### src/rtl/cpu_defs.sv
// Shared CPU front-end definitions: address/instruction widths, PC reset and step,
// and the fetch FSM state encoding.
package cpu_defs;

  localparam int ADDR_W   = 5;
  localparam int INST_W   = 32;
  localparam int PC_STEP  = 4;
  localparam int RESET_PC = 0;

  typedef enum logic [1:0] {
    ST_IDLE  = 2'd0,
    ST_FETCH = 2'd1,
    ST_HOLD  = 2'd2
  } fetch_state_e;

endpackage

### src/rtl/fetch_pc_reg.sv
// Program counter register: synchronous reset, sequential increment and
// word-aligned redirect load. Redirect load wins over increment.
module fetch_pc_reg #(
  parameter int ADDR_W   = cpu_defs::ADDR_W,
  parameter int PC_STEP  = cpu_defs::PC_STEP,
  parameter int RESET_PC = cpu_defs::RESET_PC
) (
  input  logic              clk,
  input  logic              rst,
  input  logic              inc,
  input  logic              load,
  input  logic [ADDR_W-1:0] load_pc,
  output logic [ADDR_W-1:0] pc
);

  logic [ADDR_W-1:0] pc_d;
  logic [ADDR_W-1:0] pc_q;

  always_comb begin
    // NOTE: default assignment first so every path drives pc_d and no latch is inferred.
    pc_d = pc_q;
    if (load) begin
      pc_d = load_pc & ~ADDR_W'(3);
    end else if (inc) begin
      // Wraps modulo 2^ADDR_W with no flag.
      pc_d = pc_q + ADDR_W'(PC_STEP);
    end
  end

  always_ff @(posedge clk) begin
    // NOTE: non-blocking assignments in clocked blocks so every flop samples pre-edge values.
    if (rst) begin
      pc_q <= ADDR_W'(RESET_PC);
    end else begin
      pc_q <= pc_d;
    end
  end

  assign pc = pc_q;

endmodule

### src/rtl/inst_fetch_unit.sv
// Instruction fetch front end: drives the ROM address from the PC, registers each
// returned word with its PC and hands it to decode over a valid/ready handshake.
module inst_fetch_unit #(
  parameter int ADDR_W   = cpu_defs::ADDR_W,
  parameter int INST_W   = cpu_defs::INST_W,
  parameter int RESET_PC = cpu_defs::RESET_PC,
  parameter int PC_STEP  = cpu_defs::PC_STEP
) (
  input  logic              clk,
  input  logic              rst,
  input  logic              en,
  output logic [ADDR_W-1:0] rom_pc,
  input  logic [INST_W-1:0] rom_inst,
  input  logic              redirect_valid,
  input  logic [ADDR_W-1:0] redirect_pc,
  output logic              out_valid,
  input  logic              out_ready,
  output logic [ADDR_W-1:0] out_pc,
  output logic [INST_W-1:0] out_inst
);

  import cpu_defs::*;

  fetch_state_e      state_d, state_q;
  logic              out_valid_d, out_valid_q;
  logic [ADDR_W-1:0] out_pc_d, out_pc_q;
  logic [INST_W-1:0] out_inst_d, out_inst_q;

  logic              pc_inc;
  logic              pc_load;
  logic [ADDR_W-1:0] pc;
  logic              slot_free;

  fetch_pc_reg #(
    .ADDR_W   (ADDR_W),
    .PC_STEP  (PC_STEP),
    .RESET_PC (RESET_PC)
  ) u_pc (
    .clk     (clk),
    .rst     (rst),
    .inc     (pc_inc),
    .load    (pc_load),
    .load_pc (redirect_pc),
    .pc      (pc)
  );

  // The output slot may be refilled only when empty or being drained this cycle.
  assign slot_free = !out_valid_q || out_ready;

  always_comb begin
    state_d     = state_q;
    out_valid_d = out_valid_q;
    out_pc_d    = out_pc_q;
    out_inst_d  = out_inst_q;
    pc_inc      = 1'b0;
    pc_load     = 1'b0;

    if (redirect_valid) begin
      // A word accepted this cycle still completes; anything left is squashed.
      pc_load     = 1'b1;
      out_valid_d = 1'b0;
      state_d     = en ? ST_FETCH : ST_IDLE;
    end else begin
      case (state_q)
        ST_IDLE: begin
          if (en) state_d = ST_FETCH;
        end
        ST_FETCH: begin
          if (!slot_free) begin
            state_d = ST_HOLD;
          end else if (en) begin
            out_inst_d  = rom_inst;
            out_pc_d    = pc;
            out_valid_d = 1'b1;
            pc_inc      = 1'b1;
          end else begin
            out_valid_d = 1'b0;
            state_d     = ST_IDLE;
          end
        end
        ST_HOLD: begin
          if (out_ready) begin
            out_valid_d = 1'b0;
            state_d     = en ? ST_FETCH : ST_IDLE;
          end
        end
        default: begin
          out_valid_d = 1'b0;
          state_d     = ST_IDLE;
        end
      endcase
    end
  end

  always_ff @(posedge clk) begin
    if (rst) begin
      state_q     <= ST_IDLE;
      out_valid_q <= 1'b0;
      out_pc_q    <= '0;
      out_inst_q  <= '0;
    end else begin
      state_q     <= state_d;
      out_valid_q <= out_valid_d;
      out_pc_q    <= out_pc_d;
      out_inst_q  <= out_inst_d;
    end
  end

  assign rom_pc    = pc;
  assign out_valid = out_valid_q;
  assign out_pc    = out_pc_q;
  assign out_inst  = out_inst_q;

endmodule

### config.mk
export PLATFORM = sky130hd
export DESIGN_NAME = inst_fetch_unit
export DESIGN_NICKNAME = d
export VERILOG_FILES = /design/src/rtl/cpu_defs.sv /design/src/rtl/fetch_pc_reg.sv /design/src/rtl/inst_fetch_unit.sv
export SDC_FILE = /design/constraint.sdc
export NUM_CORES = 1
export LEC_CHECK = 0
export BUFFER_PORTS_ARGS = -buffer_cell sky130_fd_sc_hd__buf_2
export CORE_UTILIZATION = 47
export DETAILED_ROUTE_END_ITERATION = 16
export PLACE_DENSITY = 0.86
export RECOVER_POWER = 100
export SLEW_MARGIN = 10
export SYNTH_ARGS = -nofsm -noshare
export SYNTH_HDL_FRONTEND = slang
export SYNTH_HIERARCHICAL = 1
export SYNTH_SLANG_ARGS = --single-unit
export TNS_END_PERCENT = 20
### constraint.sdc
create_clock -name clk -period 1.5 [get_ports clk]
set_input_delay 0.15 -clock clk [delete_from_list [all_inputs] [get_ports clk]]
set_output_delay 0.15 -clock clk [all_outputs]
set_load 0.005 [all_outputs]
# [After elaboration in Yosys (flattened, before gate mapping)]
# Cells that the tools add are included.
[word_totals] wordCells=42 latchBits=0 memories=0 rom_bits=0 ram_bits=0 register_bits=45 output_inout_bits=43
[op_classes] reduce_logical=9 bitwise_logic=2 addsub=1 shift=0 muxes=17 multipliers=0 n_lt_le_gt_ge=0 n_eq_ne=7 n_div=0
[op_table] op="2-to-1 mux 2 bit" count=5
[op_table] op="2-to-1 mux 5 bit" count=2
[op_table] op="2-to-1 mux 1 bit" count=8
[op_table] op="!= test 3 bit, second input constant" count=2
[op_table] op="case mux 2 bit (3 select lines)" count=1
[op_table] op="AND reduction 3 bit" count=2
[op_table] op="adder 5 x 3 -> 5 bit, second input constant" count=1
[op_table] op="!= test 2 bit, second input constant" count=2
[op_table] op="!= test 4 bit, second input constant" count=1
[op_table] op="AND reduction 4 bit" count=1
[op_table] op="OR reduction 2 bit" count=2
[op_table] op="case mux 1 bit (3 select lines)" count=1
[op_table] op="== test 2 x 1 -> 1 bit, second input constant" count=1
[op_table] op="== test 2 bit, second input constant" count=1
[op_table] op="logical NOT 2 bit" count=1
[op_table] op="inverter 1 bit" count=2
[op_table] op="nonzero test 2 bit" count=1
[op_table] op="logical NOT 1 bit" count=1
[op_table] op="logical OR 1 bit" count=1

# [Depth between registers and ports, before layout]
[depth] word_depth=7 ltp_mapped=5

# [Hierarchy]
# The synthesis kept the hierarchy.
[modules_own_cells] mod="inst_fetch_unit" cells_per_inst=177 instances=1 area_per_inst_um2=1737.9
[modules_own_cells] mod="fetch_pc_reg" cells_per_inst=18 instances=1 area_per_inst_um2=177.7

# [Worst setup path after synthesis]
# Ideal clock, no wire load.
[synth_path] path_type="reg-to-reg" from="reg state_q[0]" to="reg u_pc.pc_q[4] (netlist: u_pc/pc[4])" stages_incl_launch_ff=6 setup_ns=0.103 t_required_ns=1.397 setup_slack_ns=0.100 n_path_buf=1 arrival_time_ns=1.297 path_cell_list="dfxtp_1 nand3b_1 nor3_2 buf_4 a211oi_1 a2111oi_2"
[synth_between] elab_chain_cells=4
[synth_lines] element="start: declaration" line_no="inst_fetch_unit.sv:24" text="fetch_state_e state_d, state_q;"
[synth_lines] element="start signal: assignment" line_no="inst_fetch_unit.sv:102" text="state_q <= state_d;"
[synth_lines] element="== test 2 x 1 -> 1 bit" line_no="inst_fetch_unit.sv:64" text="case (state_q)"
[synth_lines] element="2-to-1 mux 1 bit" line_no="inst_fetch_unit.sv:64"
[synth_lines] element="2-to-1 mux 1 bit" line_no="inst_fetch_unit.sv:58" text="if (redirect_valid) begin"
[synth_lines] element="net pc_inc" line_no="inst_fetch_unit.sv:29" text="logic pc_inc;"
[synth_lines] element="nonzero test 2 bit (no line)"
[synth_lines] element="end signal: assignment" line_no="fetch_pc_reg.sv:33" text="pc_q <= ADDR_W'(RESET_PC);"
[synth_lines] element="end signal: assignment" line_no="fetch_pc_reg.sv:35" text="pc_q <= pc_d;"
[synth_lines] element="end: declaration" line_no="fetch_pc_reg.sv:17" text="logic [ADDR_W-1:0] pc_q;"
# The timed path passes the listed nets, and every way through them passes these cells.
# A chain may end at the register's enable or synchronous reset.

# [Worst setup path in the final report]
[layout_path] from="reg state_q[1]" to="reg u_pc.pc_q[3] (netlist: u_pc/pc[3])"
[layout_between] elab_chain_cells=4
[layout_lines] element="== test 2 x 1 -> 1 bit" line_no="inst_fetch_unit.sv:64"
[layout_lines] element="2-to-1 mux 1 bit" line_no="inst_fetch_unit.sv:64"
[layout_lines] element="2-to-1 mux 1 bit" line_no="inst_fetch_unit.sv:58"
[layout_lines] element="nonzero test 2 bit (no line)"
# Every way passes these cells.

==> metrics.cfg <==
[run_status]
status=finished clean

[clocking]
htreeDepth=2
cts-root-buf=clkbuf_8
cts_made_buffers=5
holdBufCountCts=0
worstSkewPairLatency_ps=290
cts_tree=done
clkTransAtPathRegs_ps=80
cts_sinks=43
cts.path.max_buffers=2

[drt]
avgRoutedWirePerCell_um=11.6
routed_wl_um=3830
ant_nets=0
via_per_inst=4.70
dr.pass1.iters=4
drt_iter0_drc=43
drc=0
via_count=1552

[layout]
diodes=0
nets=324
final-seq-area_sq_um=861
syn_to_final_growth_pct=30.9
multi_input_area_sq_um=957
drive_gt1_share_pct=30.1
post-route-util_pct=66.5
fillers=340

[floorplan]
coreArea_sq_um=3770
fp.dieArea_sq_um=4330
ioPinCount=85
die_w_um=65.8
start_util_pct=50.8
die_height_um=65.8
num_rows=22

[placed_design]
post-dp-hpwl_um=2670
io_buffer_count=80
gp_congestion=0.686

[pwr]
ir_drop_v=0.000574
power.leakage_nw=1.06
powerDensity_nw_per_um2=850

[logic_synthesis]
synth_area_sq_um=1920
synth_warnings=6
seq_area_frac_synth_pct=44.9
synth_cell_types=25
avgSynthCellArea_sq_um=9.82
ys_ff_latch=43
netlist_top_cells_area=dfxtp_1 (45%), mux2i_1 (20%), nand2b_1 (14%)
netlist_instances=195
synth.largest_area_cell=dfxtp_1
synth_top_area_share_pct=44.9

[critical_path]
reg2reg_depth=6
critPathCaptureType=flip-flop
crit_fanout=6
cp-start-kind=flip-flop
worstPathArrival_ps=1610
crit_type=reg -> reg
crit_required_ps=1670

[sta]
finalCriticalPeriod_ps=1430
timing.final.hold_violations=0
fmax_mhz=697
setup_violations=0
fin_skew_ps=5.71
post-route-period-util_pct=95.6
final_max_slew_viol_count=0
hold_slack_ps=95.5

[flow_run]
cap_violations=0

[global_route]
grt_first_pass_wirelength_um=5590
antenna_found_initial=0
grtUsageTotal_pct=17.3
grt_max_degree=34
grt_pass1_vias=1354
grt.overflow.total=0

[min_path]
hold_path.class=in -> reg
whs_path_depth=3

==> stage by stage <==
stage	worst slack (ps)	cells	setup TNS, ps	cell area [sq um]	total power, mW
floorplan	99.9	196	0	1920	1.35
global placement	86.4	316	0	2340	1.44
detailed placement	22.7	316	0	2340	1.44
CTS	2.79	324	0	2420	2.14
global route	-7.18	330	-14.1	2510	2.23
finish	65.9	330	0	2510	2.13
==> Yosys cell counts (all sizes together) <==
library cell / n
a21oi: 1
nor2b: 3
xnor2: 1
dfxtp: 43
o211a: 1
nor2: 1
nor3: 1
and4b: 1
inv: 3
a2111oi: 2
buf: 6
nand2: 32
conb: 1
o21ai: 1
nand2b: 44
nand3b: 2
a211oi: 4
clkbuf: 8
ha: 1
a22oi: 1
mux2i: 38
==> where the power goes <==
part,switching (mW),internal (mW)
registers,0.0185,1.17
logic,0.110,0.130
clock network,0.382,0.319
total,0.511,1.62
==> worst paths after layout <==
kind                            slack [ps]                         to               startpoint
worst max-delay path                    70    u_pc/pc[3]$_SDFFE_PP0P_  state_q[1]$_SDFFE_PP0P_
worst min-delay path                   100  out_inst[12]$_SDFFE_PP0P_             rom_inst[12]
worst max register to register          70    u_pc/pc[3]$_SDFFE_PP0P_  state_q[1]$_SDFFE_PP0P_
worst min register to register         450     out_pc[1]$_SDFFE_PP0P_   out_pc[1]$_SDFFE_PP0P_
==> metal layers <==
metal | share of wire [%] | wire length [um] | up-vias | GRT usage [%]
met5 | 0 | 0 | - | 0
met4 | 0.60 | 23 | 0 | 7.34
met3 | 8.2 | 313 | 2 | 7.76
met2 | 46 | 1740 | 61 | 28.7
met1 | 46 | 1750 | 683 | 18.8
li1 | - | - | 806 | -
==> cell families (layout without fill, tap and decap cells) <==
kind of cell,count (synthesis),after routing,share of synthesized area (%)
buffers and inverters,17,103,6.01
multiplexers,38,38,19.9
flip-flops,43,43,44.9
AO/OA/AOI/OAI,10,10,4.25
adder cells (fa/ha/maj),1,1,0.653
AND/OR/NAND/NOR,84,84,23.6
XOR/XNOR,1,1,0.457
other,1,2,0.196
==> layout by cell type, fill, tap and decap left out, drive strengths merged, types with 2 or more instances in the layout <==
cell / synthesis / routed
buf: 6 / 71
nand2b: 44 / 44
dfxtp: 43 / 43
mux2i: 38 / 38
nand2: 32 / 32
clkbuf: 8 / 26
a211oi: 4 / 4
clkinv: 0 / 3
inv: 3 / 3
nor2b: 3 / 3
nand3b: 2 / 2
conb: 1 / 2
a2111oi: 2 / 2
==> final cells by class <==
cell class / count / area share, %
Clock buffer: 5 / 2.74
Clock inverter: 3 / 0.599
Inverter: 3 / 0.449
Multi-Input combinational cell: 136 / 38.2
Sequential cell: 43 / 34.3
Tap cell: 48 / 2.40
Timing Repair Buffer: 92 / 21.3
==> registers in the layout (all words and copies together), names as in the netlist <==
register   flops
out_valid      1
out_pc         5
state_q        2
u_pc/pc        3
out_inst      32
==> worst max-delay path, stage by stage (launching register included) <==
cell and delay, ps:
dfxtp_1 320, nand3b_1 220, nor3_4 250, buf_12 150
buf_12 120, mux2i_1 180, a211oi_1 80
==> repair_timing <==
item / CTS / global route
endpoints found under the setup margin: 0 / 21
setup buffers: 0 / 5
gates resized for setup: 0 / 6
(Power assumes the default switching activity.)
